$ cat config.mk
export PLATFORM = sky130hd
export DESIGN_NAME = icache_linefill_ctrl
export DESIGN_NICKNAME = d
export VERILOG_FILES = /design/src/rtl/icache_linefill_ctrl.sv
export SDC_FILE = /design/constraint.sdc
export NUM_CORES = 1
export LEC_CHECK = 0
export BUFFER_PORTS_ARGS = -buffer_cell sky130_fd_sc_hd__buf_4
export CELL_PAD_IN_SITES_DETAIL_PLACEMENT = 1
export CELL_PAD_IN_SITES_GLOBAL_PLACEMENT = 2
export CORE_ASPECT_RATIO = 0.6
export CORE_MARGIN = 1.5
export CORE_UTILIZATION = 35
export CTS_BUF_LIST = sky130_fd_sc_hd__clkbuf_8
export DETAILED_ROUTE_END_ITERATION = 7
export MAX_ROUTING_LAYER = met4
export PLACE_DENSITY = 0.81
export SYNTH_ARGS = -nofsm -noshare
export SYNTH_HDL_FRONTEND = slang
export SYNTH_SLANG_ARGS = --single-unit
$ cat constraint.sdc
create_clock -name clk -period 2.4 [get_ports clk]
set_input_delay 0.12 -clock clk [delete_from_list [all_inputs] [get_ports clk]]
set_output_delay 0.12 -clock clk [all_outputs]
set_load 0.02 [all_outputs]
$ cat src/rtl/icache_linefill_ctrl.sv
// I-cache linefill controller: snoops MSHR linefill requests into a slot table,
// assembles downstream beats into a full line, writes it to the data RAM and pulses done.
module icache_linefill_ctrl #(
    parameter int MSHR_ENTRY_NUM = 8,
    parameter int ENTRY_ID_W     = 3,
    parameter int WAY_NUM        = 4,
    parameter int INDEX_W        = 7,
    parameter int BEAT_W         = 128,
    parameter int BEATS_PER_LINE = 4
) (
    input  logic                               clk,
    input  logic                               rst_n,
    input  logic                               txreq_vld,
    input  logic                               txreq_rdy,
    input  logic [ENTRY_ID_W-1:0]              txreq_entry_id,
    input  logic                               txreq_lineA,
    input  logic [INDEX_W-1:0]                 txreq_index,
    input  logic [WAY_NUM-1:0]                 txreq_way,
    input  logic                               rxdat_vld,
    output logic                               rxdat_rdy,
    input  logic [ENTRY_ID_W:0]                rxdat_txnid,
    input  logic [BEAT_W-1:0]                  rxdat_data,
    output logic                               dataram_wr_vld,
    input  logic                               dataram_wr_rdy,
    output logic [INDEX_W-1:0]                 dataram_wr_index,
    output logic [WAY_NUM-1:0]                 dataram_wr_way,
    output logic [BEAT_W*BEATS_PER_LINE-1:0]   dataram_wr_data,
    output logic [MSHR_ENTRY_NUM-1:0]          v_linefillA_done,
    output logic [MSHR_ENTRY_NUM-1:0]          v_linefillB_done,
    output logic                               busy,
    output logic                               err_orphan
);

    localparam int SLOT_NUM = 2 * MSHR_ENTRY_NUM;
    localparam int SLOT_W   = ENTRY_ID_W + 1;
    localparam int CNT_W    = $clog2(BEATS_PER_LINE);
    localparam int LINE_W   = BEAT_W * BEATS_PER_LINE;

    typedef enum logic [1:0] {
        S_IDLE,
        S_COLLECT,
        S_WRITE,
        S_DONE
    } state_t;

    state_t state_q, state_d;

    logic [SLOT_NUM-1:0] slot_vld;
    logic [INDEX_W-1:0]  slot_index [SLOT_NUM];
    logic [WAY_NUM-1:0]  slot_way   [SLOT_NUM];

    logic [CNT_W-1:0]    cnt_q;
    logic [SLOT_W-1:0]   cur_slot_q;
    logic [INDEX_W-1:0]  cur_index_q;
    logic [WAY_NUM-1:0]  cur_way_q;
    logic [LINE_W-1:0]   line_q;
    logic                err_q;

    logic                rdy_state;
    logic                beat_acc;
    logic                first_ok;
    logic                first_orphan;
    logic                collect_beat;
    logic                wr_hs;
    logic                cap;
    logic [SLOT_W-1:0]   cap_slot;
    logic [CNT_W-1:0]    wr_pos;

    assign rdy_state    = (state_q == S_IDLE) || (state_q == S_COLLECT);
    assign beat_acc     = rxdat_vld && rdy_state;
    assign first_ok     = (state_q == S_IDLE) && beat_acc && slot_vld[rxdat_txnid];
    assign first_orphan = (state_q == S_IDLE) && beat_acc && !slot_vld[rxdat_txnid];
    assign collect_beat = (state_q == S_COLLECT) && beat_acc;
    assign wr_hs        = (state_q == S_WRITE) && dataram_wr_rdy;
    assign cap          = txreq_vld && txreq_rdy;
    assign cap_slot     = {txreq_entry_id, txreq_lineA};
    assign wr_pos       = (state_q == S_IDLE) ? '0 : cnt_q;

    // ready is forced low while reset is asserted, even though the FSM already sits in IDLE
    assign rxdat_rdy        = rst_n && rdy_state;
    assign busy             = (state_q != S_IDLE);
    assign err_orphan       = err_q;
    assign dataram_wr_index = cur_index_q;
    assign dataram_wr_way   = cur_way_q;
    assign dataram_wr_data  = line_q;

    always_ff @(posedge clk or negedge rst_n) begin
        if (!rst_n) begin
            state_q <= S_IDLE;
        end else begin
            state_q <= state_d;
        end
    end

    always_comb begin
        state_d        = state_q;
        dataram_wr_vld = 1'b0;
        case (state_q)
            S_IDLE: begin
                if (first_ok) begin
                    state_d = S_COLLECT;
                end
            end
            S_COLLECT: begin
                if (collect_beat && (cnt_q == CNT_W'(BEATS_PER_LINE - 1))) begin
                    state_d = S_WRITE;
                end
            end
            S_WRITE: begin
                dataram_wr_vld = 1'b1;
                if (dataram_wr_rdy) begin
                    state_d = S_DONE;
                end
            end
            S_DONE: begin
                state_d = S_IDLE;
            end
            default: begin
                state_d = S_IDLE;
            end
        endcase
    end

    always_comb begin
        v_linefillA_done = '0;
        v_linefillB_done = '0;
        if (state_q == S_DONE) begin
            if (cur_slot_q[0]) begin
                v_linefillA_done[cur_slot_q[SLOT_W-1:1]] = 1'b1;
            end else begin
                v_linefillB_done[cur_slot_q[SLOT_W-1:1]] = 1'b1;
            end
        end
    end

    // Capture is applied after the handshake clear so a same-slot capture wins.
    always_ff @(posedge clk or negedge rst_n) begin
        if (!rst_n) begin
            slot_vld <= '0;
            err_q    <= 1'b0;
            for (int unsigned s = 0; s < SLOT_NUM; s++) begin
                slot_index[s] <= '0;
                slot_way[s]   <= '0;
            end
        end else begin
            if (wr_hs) begin
                slot_vld[cur_slot_q] <= 1'b0;
            end
            if (cap) begin
                slot_vld[cap_slot]   <= 1'b1;
                slot_index[cap_slot] <= txreq_index;
                slot_way[cap_slot]   <= txreq_way;
                if (slot_vld[cap_slot] && !(wr_hs && (cur_slot_q == cap_slot))) begin
                    err_q <= 1'b1;
                end
            end
            if (first_orphan) begin
                err_q <= 1'b1;
            end
        end
    end

    // Destination is latched with the first beat so later captures cannot disturb a held write.
    always_ff @(posedge clk or negedge rst_n) begin
        if (!rst_n) begin
            cnt_q       <= '0;
            cur_slot_q  <= '0;
            cur_index_q <= '0;
            cur_way_q   <= '0;
            line_q      <= '0;
        end else begin
            if (first_ok) begin
                cur_slot_q  <= rxdat_txnid;
                cur_index_q <= slot_index[rxdat_txnid];
                cur_way_q   <= slot_way[rxdat_txnid];
                cnt_q       <= CNT_W'(1);
            end else if (collect_beat) begin
                cnt_q <= cnt_q + CNT_W'(1);
            end
            if (first_ok || collect_beat) begin
                for (int unsigned k = 0; k < BEATS_PER_LINE; k++) begin
                    if (wr_pos == CNT_W'(k)) begin
                        line_q[k*BEAT_W +: BEAT_W] <= rxdat_data;
                    end
                end
            end
        end
    end

endmodule

==> results of run 1 <==
cells in the mapped netlist (all sizes together), types with 5 or more instances:
cell,number
ha,5
dfrtp,724
nand3,7
inv,5
nand4,5
o21ai,25
mux2i,8
clkbuf,37
nand2b,7
buf,67
mux2,703
nand2,15
nor2,33
mux4,60
path summary, 6_finish.rpt:
path	slack, ns	start	endpoint
min reg2reg	0.50	slot_index[95]	slot_index[95]
min in group asynchronous	0.19	rst_n	dataram_wr_data[141]
max	0.13	state_q[0]	dataram_wr_data[159]
max reg2reg	0.13	state_q[0]	dataram_wr_data[159]
max in group asynchronous	1.46	rst_n	dataram_wr_data[237]
min	0.14	rxdat_data[44]	dataram_wr_data[44]
flip-flops by register name, summed over array words and instances (netlist names):
| name | count |
|---|---|
| slot_vld | 16 |
| cur_slot_q | 4 |
| err_orphan | 1 |
| dataram_wr_data | 512 |
| cnt_q | 2 |
| state_q | 2 |
| slot_way | 64 |
| slot_index | 112 |
| dataram_wr_index | 7 |
| dataram_wr_way | 4 |
worst reg2reg max path, delay by kind of cell (launching register included):
| kind | cells | cell delay [ns] |
|---|---|---|
| mux | 1 | 0.37 |
| buf+inv | 3 | 0.59 |
| simple gates | 3 | 0.49 |
| flops | 1 | 0.40 |
| fa+ha+maj | 1 | 0.31 |
final cells by class:
class,instances,area share [%]
clock buffers,135,4.66
diodes,2,0.0126
repair buffers,948,19.7
multi-input cells,903,26.0
flip-flops and latches,724,45.5
clock inverters,54,0.797
well taps,1079,3.39
inverters,5,0.0471
through the flow:
stage,area [um2],utilization [%]
2_1_floorplan,29000,-
3_3_place_gp,36100,44.1
3_5_place_dp,36100,44.1
4_1_cts,39800,48.7
5_1_grt,39900,48.7
6_report,39900,48.7
repair_timing:
action | in CTS | in global routing
setup endpoints to repair | 0 | 92
hold buffers | 154 | 0
hold endpoints to repair | 1398 | 0
resized for setup | 0 | 2
per-layer routing:
metal  track usage (%)  vias up  routed length (um)
met5                 -        -                   0
met4              8.56        0                3480
met3              5.56      194                5190
met2              37.4      595               48200
met1              29.4    10300               41500
li1                  -     8221                   -
kinds of logic (layout without fill, tap and decap cells):
group | after synthesis | in the layout | synth area share, %
multiplexers | 771 | 771 | 32.9
flip-flops | 724 | 724 | 62.4
buffers and inverters | 109 | 1142 | 2.12
AND/OR/NAND/NOR | 84 | 84 | 1.40
AO/OA/AOI/OAI | 38 | 38 | 0.806
adder cells (fa/ha/maj) | 5 | 5 | 0.216
XOR/XNOR | 5 | 5 | 0.151
other | 0 | 2 | 0
where the power goes:
part | total, W | switching, W | internal (W) | leakage, nW
clock network | 0.0103 | 0.00502 | 0.00528 | 1.27
logic | 0.0214 | 0.0112 | 0.0102 | 8.88
registers | 0.0200 | 0.00300 | 0.0170 | 9.15
total | 0.0517 | 0.0193 | 0.0325 | 19.3
==> flow_summary_export.csv, run 1 <==
group,metric,value,unit
finish,multi_input_area,10300,um2
floorplanning,core,81800,um2
global_route,first_global_vias,21500,
outcome,status,"finished, final reports clean",
worst_setup_path,reg2regPathDepth,8,
timing,layout_worst_path_cycle_share,94.4,%
power,leakage,19.3,nW
cts,cts_root_buf,"clkbuf_8",
worst_setup_path,cpMaxStageDelayCell,"dfrtp_1",
cts,cts.clk_slew.worst_paths,0.07,ns
synthesis,synth_seq_area_share,62.4,%
synthesis,ys_warn_count,0,
cts,clk-insertion-delay-late,0.78,ns
timing,finClkSkew,0.0519,ns
synthesis,synth_seq_cells,724,
route,wire_per_inst,25.6,um
power,power,0.0517,W
route,drtIter0Drc,826,
route,num_vias,19300,
finish,seqCellArea,18100,um2
worst_setup_path,path_max_fanout,24,
global_route,gr-total-overflow,0,
route,dr.pass1.iters,5,
synthesis,synth_nets,1894,
cts,cts_setup_buffers,0,
power,ir_worst_vdd,0.701,mV
place,dp_hpwl,69800,um
cts,cts_tree,"yes",
timing,whs,0.143,ns
synthesis,synth_top_area_share,62.4,%
route,drtAntennaViolNets,0,
cts,numCtsBuffers,109,
floorplanning,dieWidth,375,um
timing,maxSlewHeadroom,53.4,%
place,gp_congestion,0.897,
timing,period_needed,2.27,ns
synthesis,synthArstFlopShare,100,%
floorplanning,start_util,35.5,%
worst_setup_path,required,3.05,ns
worst_setup_path,cp_top_family,"buffers and inverters",
global_route,grt.total_usage,23.5,%
floorplanning,dieArea,84700,um2
worst_setup_path,crit_chain,"inv_1 > ha_1 > nor2_2 > nand2_1 > nor2_4 > buf_12 > buf_12 > mux2_2",
route,finalWirelength,98400,um
floorplanning,die_h,226,um
worst_setup_path,worst-path-buf-inv,3,
timing,hold_viol,0,
synthesis,syn-cell-area,29000,um2
finish,nNetsFinal,2849,
cts,cts_num_sinks,724,
worst_hold_path,hp-class,"in2reg",
finish,syn_to_final_growth,37.3,%
timing,tightest_slew,0.699,ns
route,remaining_drc_errors,0,
worst_setup_path,critPathKind,"reg2reg",
worst_setup_path,crit_cells,8,
route,vias_per_cell,5.01,
synthesis,yosysUniqueCellTypes,42,
timing,setup_violations,0,
synthesis,synthTopCellsByArea,"dfrtp_1, mux2_2, mux4_1, mux4_2, buf_6",
place,dp_slack,0.0760,ns
finish,nFillCells,8125,
worst_hold_path,hold_depth,3,
place,place_inst,3505,
floorplanning,pin_count,696,
synthesis,synth_area_leader_cell,"dfrtp_1",
worst_setup_path,worstPathArrival,2.91,ns
timing,slew_violations,0,
finish,drive_above_1_share,60.5,%
timing,setup_ws,0.134,ns
global_route,grt_pass1_wl,144000,um
finish,final_cell_mix,"buf_4, dfrtp_1, mux2_2",
floorplanning,std_cell_rows,81,
worst_setup_path,cp-end-kind,"flop",
synthesis,synth_edf_count,0,
global_route,antenna_found_initial,1,
finish,layout_commonest_cell,"buf_4",
timing,rsz0062_at_grt,"false",
synthesis,synth_cells,1736,
worst_setup_path,cpPeakStageDelay,0.40,ns
timing,fin_setup_tns,0,ns
finish,instances_no_fill,3850,
synthesis,syn_area_per_cell,16.7,um2
synthesis,synth_flop_cell,"dfrtp_1",
power,powerDensity,1300,nW/um2
flow_run,cap_violations,0,
cts,clockBufferDepth,3,
place,portBuffers,695,
timing,fmax,0.441,GHz
worst_setup_path,crit_top_cell,"buf_12",
cts,htreeDepth,3,
worst_setup_path,cp-start-kind,"flop",
global_route,grt_max_degree,67,
No activity file was read; power rests on OpenSTA's default activity.
==> run 2: changes to the inputs <==
--- a/config.mk
+++ b/config.mk
@@ -10,11 +10,11 @@
 export CELL_PAD_IN_SITES_GLOBAL_PLACEMENT = 2
 export CORE_ASPECT_RATIO = 0.6
 export CORE_MARGIN = 1.5
-export CORE_UTILIZATION = 35
+export CORE_UTILIZATION = 23
 export CTS_BUF_LIST = sky130_fd_sc_hd__clkbuf_8
 export DETAILED_ROUTE_END_ITERATION = 7
 export MAX_ROUTING_LAYER = met4
-export PLACE_DENSITY = 0.81
+export PLACE_DENSITY = 0.59
 export SYNTH_ARGS = -nofsm -noshare
 export SYNTH_HDL_FRONTEND = slang
 export SYNTH_SLANG_ARGS = --single-unit
==> flow_summary_export.csv, run 2 (synthesis gave the netlist of run 1 again) <==
group,metric,value,unit
worst_setup_path,r2r_start,"state_q[1]",
power,ir_worst_vdd,0.604,mV
power,combPwrFrac,41.3,%
worst_hold_path,hp-class,"in2reg",
timing,slew_violations,0,
worst_setup_path,cpMaxStageDelayCell,"dfrtp_1",
power,power,0.0519,W
global_route,grt.total_usage,16.3,%
worst_setup_path,critPathLaunch,"state_q[1]",
finish,syn_to_final_growth,41.3,%
worst_hold_path,hold_path_startpoint,"rxdat_txnid[0]",
worst_setup_path,critPathKind,"reg2reg",
timing,tightest_slew,0.757,ns
power,switching_share,37.3,%
timing,fmax,0.443,GHz
place,gp_congestion,0.824,
worst_setup_path,worstPathArrival,2.90,ns
timing,hold_viol,0,
timing,fin_setup_tns,0,ns
global_route,gr-total-overflow,0,
outcome,status,"finished, final reports clean",
worst_setup_path,r2r-end,"dataram_wr_data[66]",
floorplanning,std_cell_rows,100,
route,finalWirelength,102000,um
cts,cts_root_buf,"clkbuf_8",
cts,clk-insertion-delay-late,0.78,ns
cts,cts.clk_slew.worst_paths,0.06,ns
finish,instances_no_fill,4514,
floorplanning,core,125000,um2
power,powerDensity,1270,nW/um2
route,dr.pass1.iters,5,
worst_setup_path,crit_top_cell,"buf_12",
power,p_switching,0.0194,W
floorplanning,dieArea,128000,um2
power,power.clock.fraction,20.5,%
worst_setup_path,cp-end-kind,"flop",
place,dp_hpwl,74100,um
route,vias_per_cell,4.26,
worst_setup_path,crit_chain,"inv_1 > ha_1 > nand2_1 > buf_4 > o211ai_4 > buf_12 > buf_12 > mux2_2",
power,leakage,19.6,nW
floorplanning,dieWidth,462,um
place,portBuffers,695,
power,pwr-share-seq,38.2,%
route,num_vias,19200,
route,drtIter0Drc,796,
timing,setup_violations,0,
timing,maxSlewHeadroom,49.5,%
finish,final_util,32.9,%
route,wire_per_inst,22.7,um
route,remaining_drc_errors,0,
finish,drive_above_1_share,60.1,%
place,place_inst,4118,
power,intPower,0.0326,W
cts,htreeDepth,3,
global_route,first_global_vias,22000,
route,drtAntennaViolNets,0,
cts,numCtsBuffers,116,
worst_setup_path,reg2regPathDepth,8,
finish,largest_reg_flops,512,
worst_hold_path,hold_depth,5,
worst_hold_path,min_to,"err_orphan",
floorplanning,pin_count,696,
worst_setup_path,cp-start-kind,"flop",
worst_setup_path,cpPeakStageDelay,0.42,ns
flow_run,cap_violations,0,
finish,nNetsFinal,2885,
finish,layout_commonest_cell,"buf_4",
timing,period_needed,2.26,ns
timing,layout_worst_path_cycle_share,94.1,%
worst_setup_path,required,3.04,ns
finish,final_cell_mix,"buf_4, dfrtp_1, mux2_2",
worst_setup_path,rrSetupSlack,0.14,ns
global_route,antenna_found_initial,9,
cts,cts_tree,"yes",
floorplanning,start_util,23.3,%
worst_setup_path,path_max_fanout,23,
global_route,grt_max_degree,103,
cts,cts_num_sinks,724,
cts,clockBufferDepth,3,
timing,finClkSkew,0.0370,ns
floorplanning,die_h,278,um
global_route,grt_pass1_wl,152000,um
run 2: changes by cell type in the layout (fill, tap and decap cells not counted), moves of 2 or more:
cell           change
diode_2            +4
clkinv_2           +6
inv_1             +17
inv_8              +2
clkbuf_8           +3
inv_6              -2
buf_4             +14
dlygate4sd3_1     +16
run 2: cell type report:
cell class,count,area (um2)
sequential,724,18100
tap,1683,2110
clock buffer,138,1900
timing repair buffer,977,8080
inverter,5,18.8
fill,13300,83600
clock inverter,78,414
antenna,6,15.0
multi-input combinational,903,10400
run 2: stage by stage:
stage	hold WS (ns)	instance area [um2]	setup slack, ns
2_1_floorplan	-0.176	29000	0.180
4_1_cts	0.00234	40900	0.0151
3_3_place_gp	0.154	36900	0.0573
6_report	0.127	41000	0.142
3_5_place_dp	0.160	36900	0.0506
5_1_grt	0.0343	41000	-0.000715
run 2: worst max path at each step:
| stage | end | slack [ns] | depth (start not counted) |
|---|---|---|---|
| 2_1_floorplan | dataram_wr_data[501] | 0.18 | 8 |
| 3_3_place_gp | dataram_wr_data[176] | 0.06 | 8 |
| 3_5_place_dp | dataram_wr_data[169] | 0.05 | 8 |
| 4_1_cts | rxdat_rdy | 0.02 | 5 |
| 5_1_grt | dataram_wr_data[191] | -0.0007 | 9 |
| 6_report | dataram_wr_data[66] | 0.14 | 8 |
run 2: layer usage:
metal	vias up	part of all wire, %	global-route usage [%]	wire length (um)
li1	8330	-	-	-
met1	10200	44	20.6	44700
met2	507	48	25.6	49000
met3	157	5.5	4.02	5670
met4	0	3.0	5.39	3080
met5	-	0	-	0
run 2: power groups by stage:
| stage | logic [W] | clock network, W | registers [W] |
|---|---|---|---|
| 3_5_place_dp | 0.0215 | 0 | 0.0200 |
| 3_3_place_gp | 0.0211 | 0 | 0.0198 |
| 5_1_grt | 0.0225 | 0.0117 | 0.0205 |
| 6_report | 0.0214 | 0.0107 | 0.0198 |
| 4_1_cts | 0.0218 | 0.0112 | 0.0199 |
| 2_1_floorplan | 0.00640 | 0 | 0.0242 |
run 2: worst max-delay path: cells and delay by family (launching register included):
family                   cells  cell delay (ns)
adder cells (fa/ha/maj)      1             0.22
flip-flops                   1             0.42
AND/OR/NAND/NOR              1             0.10
AO/OA/AOI/OAI                1             0.22
buffers and inverters        4             0.73
multiplexers                 1             0.34
run 2: what timing repair did:
item,4_1_cts,5_1_grt
setup endpoints to repair,0,144
setup buffers,0,4
gates resized for setup,0,4
hold endpoints to repair,1435,0
hold buffers,170,0
==> run 3: changes to the inputs <==
--- a/config.mk
+++ b/config.mk
@@ -9,7 +9,7 @@
 export CELL_PAD_IN_SITES_DETAIL_PLACEMENT = 1
 export CELL_PAD_IN_SITES_GLOBAL_PLACEMENT = 2
 export CORE_ASPECT_RATIO = 0.6
-export CORE_MARGIN = 1.5
+export CORE_MARGIN = 2
 export CORE_UTILIZATION = 23
 export CTS_BUF_LIST = sky130_fd_sc_hd__clkbuf_8
 export DETAILED_ROUTE_END_ITERATION = 7
==> constraint.sdc (replaced) <==
create_clock -name clk -period 2.6 [get_ports clk]
set_input_delay 0.13 -clock clk [delete_from_list [all_inputs] [get_ports clk]]
set_output_delay 0.13 -clock clk [all_outputs]
set_load 0.02 [all_outputs]
==> flow_summary_export.csv, run 3 (synthesis gave the netlist of run 1 again) <==
group,metric,value,unit
timing,period_needed,2.50,ns
route,wire_per_inst,22.7,um
finish,fin_area,40800,um2
floorplanning,start_util,23.3,%
power,intPower,0.0303,W
route,finalWirelength,102000,um
timing,finClkSkew,0.0311,ns
cts,htreeDepth,3,
global_route,grt_max_degree,101,
route,vias_per_cell,4.25,
outcome,status,"finished, final reports clean",
finish,syn_to_final_growth,40.7,%
floorplanning,std_cell_rows,100,
global_route,grt_pass1_wl,150000,um
place,gp_congestion,0.808,
floorplanning,dieWidth,463,um
place,portBuffers,695,
worst_setup_path,required,3.27,ns
place,placed_area,36800,um2
global_route,gr-total-overflow,0,
power,combPwrFrac,41.1,%
worst_setup_path,critPathKind,"reg2reg",
route,dr.pass1.iters,5,
global_route,first_global_vias,21400,
timing,tightest_slew,0.629,ns
timing,layout_worst_path_cycle_share,96.3,%
timing,fmax,0.399,GHz
flow_run,cap_violations,0,
power,power.clock.fraction,21.0,%
worst_setup_path,path_max_fanout,3,
power,leakage,19.4,nW
worst_setup_path,critPathLaunch,"slot_vld[3]",
cts,numCtsBuffers,116,
global_route,antenna_found_initial,3,
worst_setup_path,cp-start-kind,"flop",
finish,nNetsFinal,2848,
cts,cts_tree,"yes",
route,drtIter0Drc,780,
cts,clk-insertion-delay-late,0.79,ns
global_route,grt.total_usage,16.0,%
cts,cts_resized,0,
power,ir_worst_vdd,0.538,mV
power,powerDensity,1180,nW/um2
place,place_inst,4094,
cts,cts_root_buf,"clkbuf_8",
floorplanning,core,125000,um2
finish,instances_no_fill,4471,
finish,final_cell_mix,"buf_4, dfrtp_1, mux2_2",
place,dp_hpwl,72900,um
timing,setup_violations,0,
timing,slew_violations,0,
route,drtAntennaViolNets,0,
finish,layout_commonest_cell,"buf_4",
finish,drive_above_1_share,60.2,%
cts,cts.clk_slew.worst_paths,0.07,ns
worst_setup_path,worstPathArrival,3.17,ns
cts,clockBufferDepth,3,
power,p_switching,0.0178,W
timing,maxSlewHeadroom,58.1,%
timing,hold_viol,0,
route,remaining_drc_errors,0,
finish,largest_reg_flops,512,
route,num_vias,19000,
floorplanning,dieArea,129000,um2
power,switching_share,37.0,%
power,pwr-share-seq,38.0,%
floorplanning,die_h,279,um
worst_setup_path,cp-end-kind,"flop",
floorplanning,pin_count,696,
worst_hold_path,hp-class,"in2async",
cts,cts_num_sinks,724,
worst_setup_path,r2r_start,"slot_vld[3]",
==> run 3: cell types whose count changed in the layout (fill, tap and decap cells not counted), moves of 2 or more <==
cell,before,now
a221oi_1,0,2
a221oi_2,2,0
buf_12,25,31
buf_4,782,751
clkbuf_8,138,145
clkinv_8,1,3
diode_2,6,3
dlygate4sd3_1,169,157
inv_1,63,53
==> run 3: power groups by stage <==
| stage | Clock [W] | Sequential (W) | Combinational (W) |
|---|---|---|---|
| finish | 0.0101 | 0.0183 | 0.0197 |
| global route | 0.0111 | 0.0189 | 0.0208 |
| CTS | 0.0106 | 0.0183 | 0.0201 |
| detailed placement | 0 | 0.0184 | 0.0199 |
| global placement | 0 | 0.0182 | 0.0196 |
| floorplan | 0 | 0.0223 | 0.00591 |
==> run 3: per-stage QoR <==
step | hold WS, ns | util [%] | setup TNS (ns) | worst slack, ns | total power (W)
after global routing | 0.0494 | 32.8 | -0.100 | -0.0175 | 0.0508
after floorplan | -0.166 | - | 0 | 0.380 | 0.0282
after global placement | 0.104 | 29.5 | 0 | 0.132 | 0.0378
final | 0.103 | 32.8 | 0 | 0.0957 | 0.0481
after detailed placement | 0.0988 | 29.5 | 0 | 0.0625 | 0.0383
after CTS | 0.0215 | 32.7 | 0 | 0.0265 | 0.0490
==> run 3: worst max-delay path, stage by stage, from the launching register on <==
cell,delay [ns]
dfrtp_1,0.40
mux4_2,0.51
mux4_2,0.46
nor3b_1,0.16
a311o_1,0.31
dlygate4sd3_1,0.55
==> run 3: final timing paths <==
path | endpoint | slack (ns) | cells after the start
max | err_orphan | 0.1 | 5
min | dataram_wr_data[308] | 0.10 | 3
max reg2reg | err_orphan | 0.1 | 5
min reg2reg | slot_index[32] | 0.50 | 1
max in group asynchronous | dataram_wr_data[466] | 1.84 | 3
min in group clk | dataram_wr_data[197] | 0.15 | 3
==> run 3: layout make-up <==
type	count	area [um2]
Sequential cell	724	18100
Clock buffer	145	2000
Fill cell	13200	83800
Tap cell	1683	2110
Timing Repair Buffer	940	7850
Clock inverter	68	395
Antenna cell	3	7.51
Multi-Input combinational cell	903	10300
Inverter	5	18.8
==> run 3: metal layers <==
metal / global-route usage [%] / up-vias / wire length, um
met2: 24.7 / 504 / 48100
met3: 4.46 / 156 / 6010
met4: 4.71 / 0 / 2750
met1: 20.4 / 10100 / 44900
li1: - / 8238 / -
met5: - / - / 0
==> run 3: what timing repair did <==
action                                   CTS  global route
hold buffers                             158             0
buffers inserted                           0             3
endpoints found under the setup margin     0            87
hold endpoints to repair                1437             0
